==> config.mk <==
export PLATFORM = sky130hd
export DESIGN_NAME = stopwatch_core_mux
export DESIGN_NICKNAME = d
export VERILOG_FILES = /design/src/rtl/stopwatch_pkg.sv /design/src/rtl/seg7_decode.sv /design/src/rtl/stopwatch_core_mux.sv
export SDC_FILE = /design/constraint.sdc
export NUM_CORES = 1
export LEC_CHECK = 0
export ABC_CLOCK_PERIOD_IN_PS = 5400
export CAP_MARGIN = 20
export CORE_UTILIZATION = 55
export CTS_BUF_LIST = sky130_fd_sc_hd__clkbuf_4
export CTS_CLUSTER_DIAMETER = 120
export DETAILED_ROUTE_END_ITERATION = 16
export HOLD_SLACK_MARGIN = 0.05
export MAX_ROUTING_LAYER = met4
export PLACE_DENSITY = 0.75
export SYNTH_ARGS = -nofsm -noshare
export SYNTH_HDL_FRONTEND = slang
export SYNTH_SLANG_ARGS = --single-unit
==> constraint.sdc <==
create_clock -name clk -period 5.4 [get_ports clk]
set_clock_uncertainty 0.1 [all_clocks]
set_input_delay 0.81 -clock clk [delete_from_list [all_inputs] [get_ports clk]]
set_output_delay 0.81 -clock clk [all_outputs]
set_load 0.005 [all_outputs]
==> src/rtl/stopwatch_pkg.sv <==
// Shared stopwatch definitions: FSM state codes, active-low 7-seg glyphs
// ({g,f,e,d,c,b,a}) and a width helper for counters and indices.
package stopwatch_pkg;

  typedef enum logic [1:0] {
    ST_IDLE  = 2'd0,
    ST_RUN   = 2'd1,
    ST_PAUSE = 2'd2
  } sw_state_e;

  localparam logic [6:0] SEG_0     = 7'h40;
  localparam logic [6:0] SEG_1     = 7'h79;
  localparam logic [6:0] SEG_2     = 7'h24;
  localparam logic [6:0] SEG_3     = 7'h30;
  localparam logic [6:0] SEG_4     = 7'h19;
  localparam logic [6:0] SEG_5     = 7'h12;
  localparam logic [6:0] SEG_6     = 7'h02;
  localparam logic [6:0] SEG_7     = 7'h78;
  localparam logic [6:0] SEG_8     = 7'h00;
  localparam logic [6:0] SEG_9     = 7'h10;
  localparam logic [6:0] SEG_BLANK = 7'h7F;

  // ceil(log2(v)), never below 1 so a 1-entry range still gets a real bit
  function automatic int clog2(input int v);
    int r;
    r = 0;
    while ((1 << r) < v) r = r + 1;
    return (r < 1) ? 1 : r;
  endfunction

endpackage

==> src/rtl/seg7_decode.sv <==
// BCD digit to active-low 7-segment cathodes; non-BCD codes show blank.
module seg7_decode
  import stopwatch_pkg::*;
(
  input  logic [3:0] bcd,
  output logic [6:0] seg
);

  // pure lookup, no state
  always_comb begin
    seg = SEG_BLANK;
    case (bcd)
      4'd0: seg = SEG_0;
      4'd1: seg = SEG_1;
      4'd2: seg = SEG_2;
      4'd3: seg = SEG_3;
      4'd4: seg = SEG_4;
      4'd5: seg = SEG_5;
      4'd6: seg = SEG_6;
      4'd7: seg = SEG_7;
      4'd8: seg = SEG_8;
      4'd9: seg = SEG_9;
      default: seg = SEG_BLANK;
    endcase
  end

endmodule

==> src/rtl/stopwatch_core_mux.sv <==
// BCD stopwatch core: tick prescaler, synchronous BCD digit chain, start/stop/
// clear FSM and a scanned active-low 7-seg driver. Single clock; digit carries
// are clock enables. Optional lap/hold display bank when LAP_HOLD_EN is defined.
module stopwatch_core_mux
  import stopwatch_pkg::*;
#(
  parameter int CLK_HZ      = 50_000_000,
  parameter int TICK_HZ     = 1000,
  parameter int NUM_DIGITS  = 4,
  parameter int REFRESH_DIV = 4096,
  parameter int DP_POS      = 3
) (
  input  logic                  clk,
  input  logic                  reset,
  input  logic                  start,
  input  logic                  stop,
  input  logic                  clear,
  input  logic                  lap,
  output logic [6:0]            segment,
  output logic [NUM_DIGITS-1:0] an,
  output logic                  dp,
  output logic                  running,
  output logic                  overflow
);

  localparam int TICK_DIV = CLK_HZ / TICK_HZ;
  localparam int PSC_W    = clog2(TICK_DIV);
  localparam int REF_W    = clog2(REFRESH_DIV);
  localparam int IDX_W    = clog2(NUM_DIGITS);

  localparam logic [PSC_W-1:0] PSC_MAX = PSC_W'(TICK_DIV - 1);
  localparam logic [REF_W-1:0] REF_MAX = REF_W'(REFRESH_DIV - 1);
  localparam logic [IDX_W-1:0] IDX_MAX = IDX_W'(NUM_DIGITS - 1);
  localparam bit               DP_EN   = (DP_POS >= 0) && (DP_POS < NUM_DIGITS);
  localparam logic [IDX_W-1:0] DP_IDX  = DP_EN ? IDX_W'(DP_POS) : '0;

  sw_state_e                  state;
  logic                       start_q, stop_q, clear_q;
  logic                       start_ev, stop_ev, clear_ev, clr_act;
  logic [PSC_W-1:0]           psc;
  logic                       tick;
  logic [NUM_DIGITS-1:0][3:0] digits;
  logic [NUM_DIGITS-1:0][3:0] disp_digits;
  logic [NUM_DIGITS:0]        carry;
  logic [REF_W-1:0]           ref_cnt;
  logic [IDX_W-1:0]           idx;
  logic [3:0]                 cur_bcd;
  logic [6:0]                 cur_seg;
  logic [NUM_DIGITS-1:0]      an_next;

  assign start_ev = start & ~start_q;
  assign stop_ev  = stop  & ~stop_q;
  assign clear_ev = clear & ~clear_q;
  // clear only acts while stopped; in RUN it is dropped
  assign clr_act  = clear_ev && (state != ST_RUN);
  assign tick     = (state == ST_RUN) && (psc == PSC_MAX);

  // one delay register per button for rising-edge detect
  always_ff @(posedge clk) begin
    if (!reset) begin
      start_q <= 1'b0;
      stop_q  <= 1'b0;
      clear_q <= 1'b0;
    end else begin
      start_q <= start;
      stop_q  <= stop;
      clear_q <= clear;
    end
  end

  // control FSM; running is registered alongside the state
  always_ff @(posedge clk) begin
    if (!reset) begin
      state   <= ST_IDLE;
      running <= 1'b0;
    end else if (clr_act) begin
      state   <= ST_IDLE;
      running <= 1'b0;
    end else begin
      case (state)
        ST_IDLE: if (start_ev && !stop_ev) begin
          state   <= ST_RUN;
          running <= 1'b1;
        end
        ST_RUN: if (stop_ev) begin
          state   <= ST_PAUSE;
          running <= 1'b0;
        end
        ST_PAUSE: if (start_ev && !stop_ev) begin
          state   <= ST_RUN;
          running <= 1'b1;
        end
        default: begin
          state   <= ST_IDLE;
          running <= 1'b0;
        end
      endcase
    end
  end

  // prescaler advances only in RUN, so a pause keeps the partial period
  always_ff @(posedge clk) begin
    if (!reset || clr_act)  psc <= '0;
    else if (state == ST_RUN) psc <= tick ? '0 : psc + PSC_W'(1);
  end

  // ripple-free carry: digit i enabled when tick and all lower digits are 9
  always_comb begin
    carry    = '0;
    carry[0] = tick;
    for (int i = 0; i < NUM_DIGITS; i++)
      carry[i+1] = carry[i] & (digits[i] == 4'd9);
  end

  // BCD digit chain; a carry out of the top digit wraps everything to 0
  always_ff @(posedge clk) begin
    if (!reset || clr_act) begin
      digits <= '0;
    end else begin
      for (int i = 0; i < NUM_DIGITS; i++)
        if (carry[i]) digits[i] <= (digits[i] == 4'd9) ? 4'd0 : digits[i] + 4'd1;
    end
  end

  // sticky wrap flag
  always_ff @(posedge clk) begin
    if (!reset || clr_act) overflow <= 1'b0;
    else if (carry[NUM_DIGITS]) overflow <= 1'b1;
  end

`ifdef LAP_HOLD_EN
  logic                       lap_q, lap_ev, hold;
  logic [NUM_DIGITS-1:0][3:0] bank;

  assign lap_ev = lap & ~lap_q;

  // lap edge register
  always_ff @(posedge clk) begin
    if (!reset) lap_q <= 1'b0;
    else        lap_q <= lap;
  end

  // hold toggles on lap in RUN; entering hold snapshots the live count
  always_ff @(posedge clk) begin
    if (!reset || clr_act) begin
      hold <= 1'b0;
      bank <= '0;
    end else if (lap_ev && state == ST_RUN) begin
      hold <= ~hold;
      if (!hold) bank <= digits;
    end
  end

  assign disp_digits = hold ? bank : digits;
`else
  logic lap_unused;
  assign lap_unused  = lap;
  assign disp_digits = digits;
`endif

  // scan divider; digit index steps once per REFRESH_DIV cycles
  always_ff @(posedge clk) begin
    if (!reset) begin
      ref_cnt <= '0;
      idx     <= '0;
    end else if (ref_cnt == REF_MAX) begin
      ref_cnt <= '0;
      idx     <= (idx == IDX_MAX) ? '0 : idx + IDX_W'(1);
    end else begin
      ref_cnt <= ref_cnt + REF_W'(1);
    end
  end

  assign cur_bcd = disp_digits[idx];

  seg7_decode u_dec (
    .bcd (cur_bcd),
    .seg (cur_seg)
  );

  // active-low one-hot anode for the current index
  always_comb begin
    an_next = '1;
    for (int i = 0; i < NUM_DIGITS; i++)
      if (idx == IDX_W'(i)) an_next[i] = 1'b0;
  end

  // registered pin drive, one cycle behind the index
  always_ff @(posedge clk) begin
    if (!reset) begin
      segment <= SEG_BLANK;
      an      <= '1;
      dp      <= 1'b1;
    end else begin
      segment <= cur_seg;
      an      <= an_next;
      dp      <= ~(DP_EN && (idx == DP_IDX));
    end
  end

endmodule

==> flow_summary_export.csv <==
group,metric,value,unit
finish,nets,365,
power,seqPwrFrac,0.583,
floorplanning,die_h,75.6,µm
power,power.share.combinational,0.040,
finish,final_core_util,0.646,
sta,fmax,0.407,GHz
cts,cts_sinks,64,
finish,drive_gt1_frac,0.0708,
finish,syn_to_final_growth,12.2,%
finish,antennaDiodeCount,0,
cts,post_cts_resized,0,
cts,cts_buffer_depth,2,
power,p_sw,0.186,mW
cts,cts_setup_buffers,0,
drt,drt_iter0_drc,49,
sta,min_period,2.46,ns
sta,worst_slack,2.94,ns
floorplanning,start_util,0.576,
place,pre_cts_slack,2.65,ns
drt,routed-via-count,2254,
power,vdd_ir_drop_max,123,µV
min_path,min-delay-start,"overflow$_SDFFE_PP0P_",
place,placed_area,3210,µm²
sta,rsz0062_at_grt,"false",
sta,fin_setup_tns,0,ns
run,drv_cap,0,
cts,cts_buffers,9,
grt,grt_pass1_wl,9020,µm
sta,fin_crit_sh,0.455,
sta,tightest_slew,0.751,ns
setup_path,crit_fanout,8,
synthesis,yosysWarnings,0,
min_path,min_path_type,"reg2reg",
setup_path,reg2reg_to,"digits[13]$_SDFFE_PP0P_",
setup_path,r2r_start,"psc[0]$_SDFFE_PP0N_",
setup_path,worst_setup_path_end_kind,"flop",
synthesis,synthCells,328,
grt,grt_max_degree,23,
drt,drc,0,
cts,clk_latency,0.40,ns
synthesis,syn_nets,345,
min_path,whs_endpoint,"overflow$_SDFFE_PP0P_",
power,pwr-share-clk,0.377,
finish,final_area,3340,µm²
grt,antenna_found_initial,0,
synthesis,synth.avg_cell_area,9.08,µm²
floorplanning,ios,20,
floorplanning,rows,26,
power,p_leak,1.18,nW
setup_path,arrival,2.70,ns
setup_path,reg2regPathDepth,6,
cts,root_buffer,"clkbuf_4",
cts,cts_tree,"yes",
sta,finalSetupViolCount,0,
status,outcome,"finished clean",
place,hpwl,3660,µm
sta,hold_viol_final,0,
synthesis,ys_seq_area_frac,0.430,
drt,postRouteAntennaNets,0,
sta,maxSlewHeadroom,0.495,
setup_path,critPathLaunchType,"flop",
synthesis,synth_cell_types,47,
cts,clk_pin_slew_worst_paths,0.10,ns
power,switching_share,0.225,
power,cellPowerDensity,248,nW/µm²
floorplanning,fp.dieW,75.6,µm
setup_path,reg2reg_slack,2.94,ns
floorplanning,die-area,5710,µm²
drt,via_per_inst,5.33,
drt,wl_per_cell,12.4,µm
synthesis,ys_ff_latch,64,
place,portBuffers,18,
power,cell_internal_pwr,0.642,mW
sta,timing.hold.ws,0.382,ns
place,gp_congestion,0.764,
setup_path,worstPathRequired,5.64,ns
sta,maxSlewViolCount,0,
min_path,hold_depth,1,
cts,cts_hold_buffers,0,
drt,first_pass_iters,4,
grt,grt_pass1_vias,2079,
drt,wirelength,5240,µm
setup_path,worstSetupPathType,"reg2reg",
grt,track_usage,0.218,
floorplanning,coreArea,5170,µm²
grt,globalRouteOverflowTotal,0,
synthesis,synth.cell_area,2980,µm²
cts,h-tree-depth,3,
==> flip-flops by register name, summed over array words and instances (netlist names), 2 cells and up <==
name / cells
psc: 16
ref_cnt: 12
state: 2
segment: 7
an: 4
idx: 2
digits: 16
==> Yosys cell counts, drive strengths merged <==
library cell,count,area share
clkbuf,8,0.010
or2,1,0.0021
nand2,32,0.040
nor2b,10,0.021
and3,4,0.0084
o32ai,1,0.0029
and2,9,0.019
or4,2,0.0050
mux4,4,0.030
nand4,6,0.013
or4b,2,0.0080
o21a,2,0.0050
nor3b,3,0.0076
nor3,5,0.012
ha,11,0.046
or3,4,0.0084
o31ai,2,0.0050
a31o,1,0.0029
nor2,45,0.057
inv,11,0.014
mux2i,5,0.017
a21boi,1,0.0025
or4bb,1,0.0038
buf,2,0.0042
nand4b,3,0.0088
nand2b,5,0.010
nor4bb,1,0.0034
a311o,1,0.0034
nand3,16,0.031
a31oi,2,0.0042
nor4,5,0.018
xnor2,18,0.053
and4,3,0.0088
o32a,1,0.0034
dfxtp,64,0.43
a21oi,13,0.022
o22ai,1,0.0021
nand3b,2,0.0050
o211ai,2,0.0050
xor2,12,0.035
o21ai,7,0.012
==> cell usage in the layout, fill, tap and decap left out, types with 2 or more instances in the layout <==
master           netlist  layout
nand3_1               15      15
and2_1                 9       9
mux4_2                 4       4
nand4_1                6       6
and3_1                 4       4
dfxtp_1               64      64
ha_1                  11      11
a31oi_1                2       2
or4_1                  2       2
nor3b_1                3       3
o21ai_0                7       6
nor2b_1               10      10
nand2b_1               5       5
clkinv_2               0       2
o31ai_1                2       2
clkinv_1               0       2
nor3_1                 4       4
o21a_1                 2       2
and4_1                 3       3
inv_1                 11      11
nand3b_1               2       2
xor2_1                12      12
o211ai_1               2       2
xnor2_1               18      18
or3_1                  4       4
mux2i_1                5       5
clkbuf_4               0      11
nor4_1                 3       3
nand2_1               32      32
clkdlybuf4s50_1        0      18
nand4b_1               3       3
a21oi_1               13      13
nor2_1                45      45
==> worst max-delay path: stages, from the launching register on <==
cell	delay (ns)
dfxtp_1	0.38
ha_1	0.18
nand2_1	0.12
nor4_2	0.69
nand3_1	0.35
or3_1	0.44
a21oi_1	0.14
==> logic make-up after synthesis <==
family / Yosys count / share of synthesized area
AO/OA/AOI/OAI: 34 / 0.0701
multiplexers: 9 / 0.0470
adder cells (fa/ha/maj): 11 / 0.0462
buffers and inverters: 21 / 0.0281
flip-flops: 64 / 0.430
XOR/XNOR: 30 / 0.0882
AND/OR/NAND/NOR: 159 / 0.290
==> area by class of cell <==
type | count | area, µm²
multi-input combinational | 243 | 1610
inverter | 11 | 41.3
fill | 438 | 1830
sequential | 64 | 1280
clock buffer | 11 | 82.6
clock inverter | 5 | 47.5
timing repair buffer | 19 | 188
tap | 70 | 87.6
==> power groups by stage <==
stage          registers, mW  clock network [mW]  logic, mW
3_3_place_gp           0.494                   0     0.0329
6_report               0.483               0.312     0.0329
4_1_cts                0.483               0.321     0.0335
2_1_floorplan          0.494                   0     0.0184
5_1_grt                0.484               0.341     0.0373
3_5_place_dp           0.494                   0     0.0332
==> metrics by stage <==
| step | power (mW) | instances |
|---|---|---|
| 2_1_floorplan | 0.512 | 328 |
| 3_3_place_gp | 0.527 | 407 |
| 3_5_place_dp | 0.527 | 407 |
| 4_1_cts | 0.837 | 423 |
| 5_1_grt | 0.862 | 423 |
| 6_report | 0.828 | 423 |
==> worst max path at each step <==
stage | slack, ns | to | cells past startpoint | startpoint
global placement | 2.69 | digits[14]$_SDFFE_PP0P_ | 5 | reset
detailed placement | 2.65 | digits[14]$_SDFFE_PP0P_ | 5 | reset
CTS | 2.97 | digits[13]$_SDFFE_PP0P_ | 6 | psc[0]$_SDFFE_PP0N_
finish | 2.94 | digits[13]$_SDFFE_PP0P_ | 6 | psc[0]$_SDFFE_PP0N_
floorplan | 3.29 | digits[4]$_SDFFE_PP0N_ | 5 | psc[4]$_SDFFE_PP0N_
global route | 2.65 | digits[13]$_SDFFE_PP0P_ | 6 | psc[0]$_SDFFE_PP0N_
==> layer usage <==
metal	vias up	global-route usage	share of wire
li1	1169	-	-
met1	1046	0.274	0.50
met2	27	0.338	0.46
met3	12	0.0437	0.022
met4	0	0.105	0.023
met5	-	-	0
Note: power is estimated with default switching activity, not from simulation.
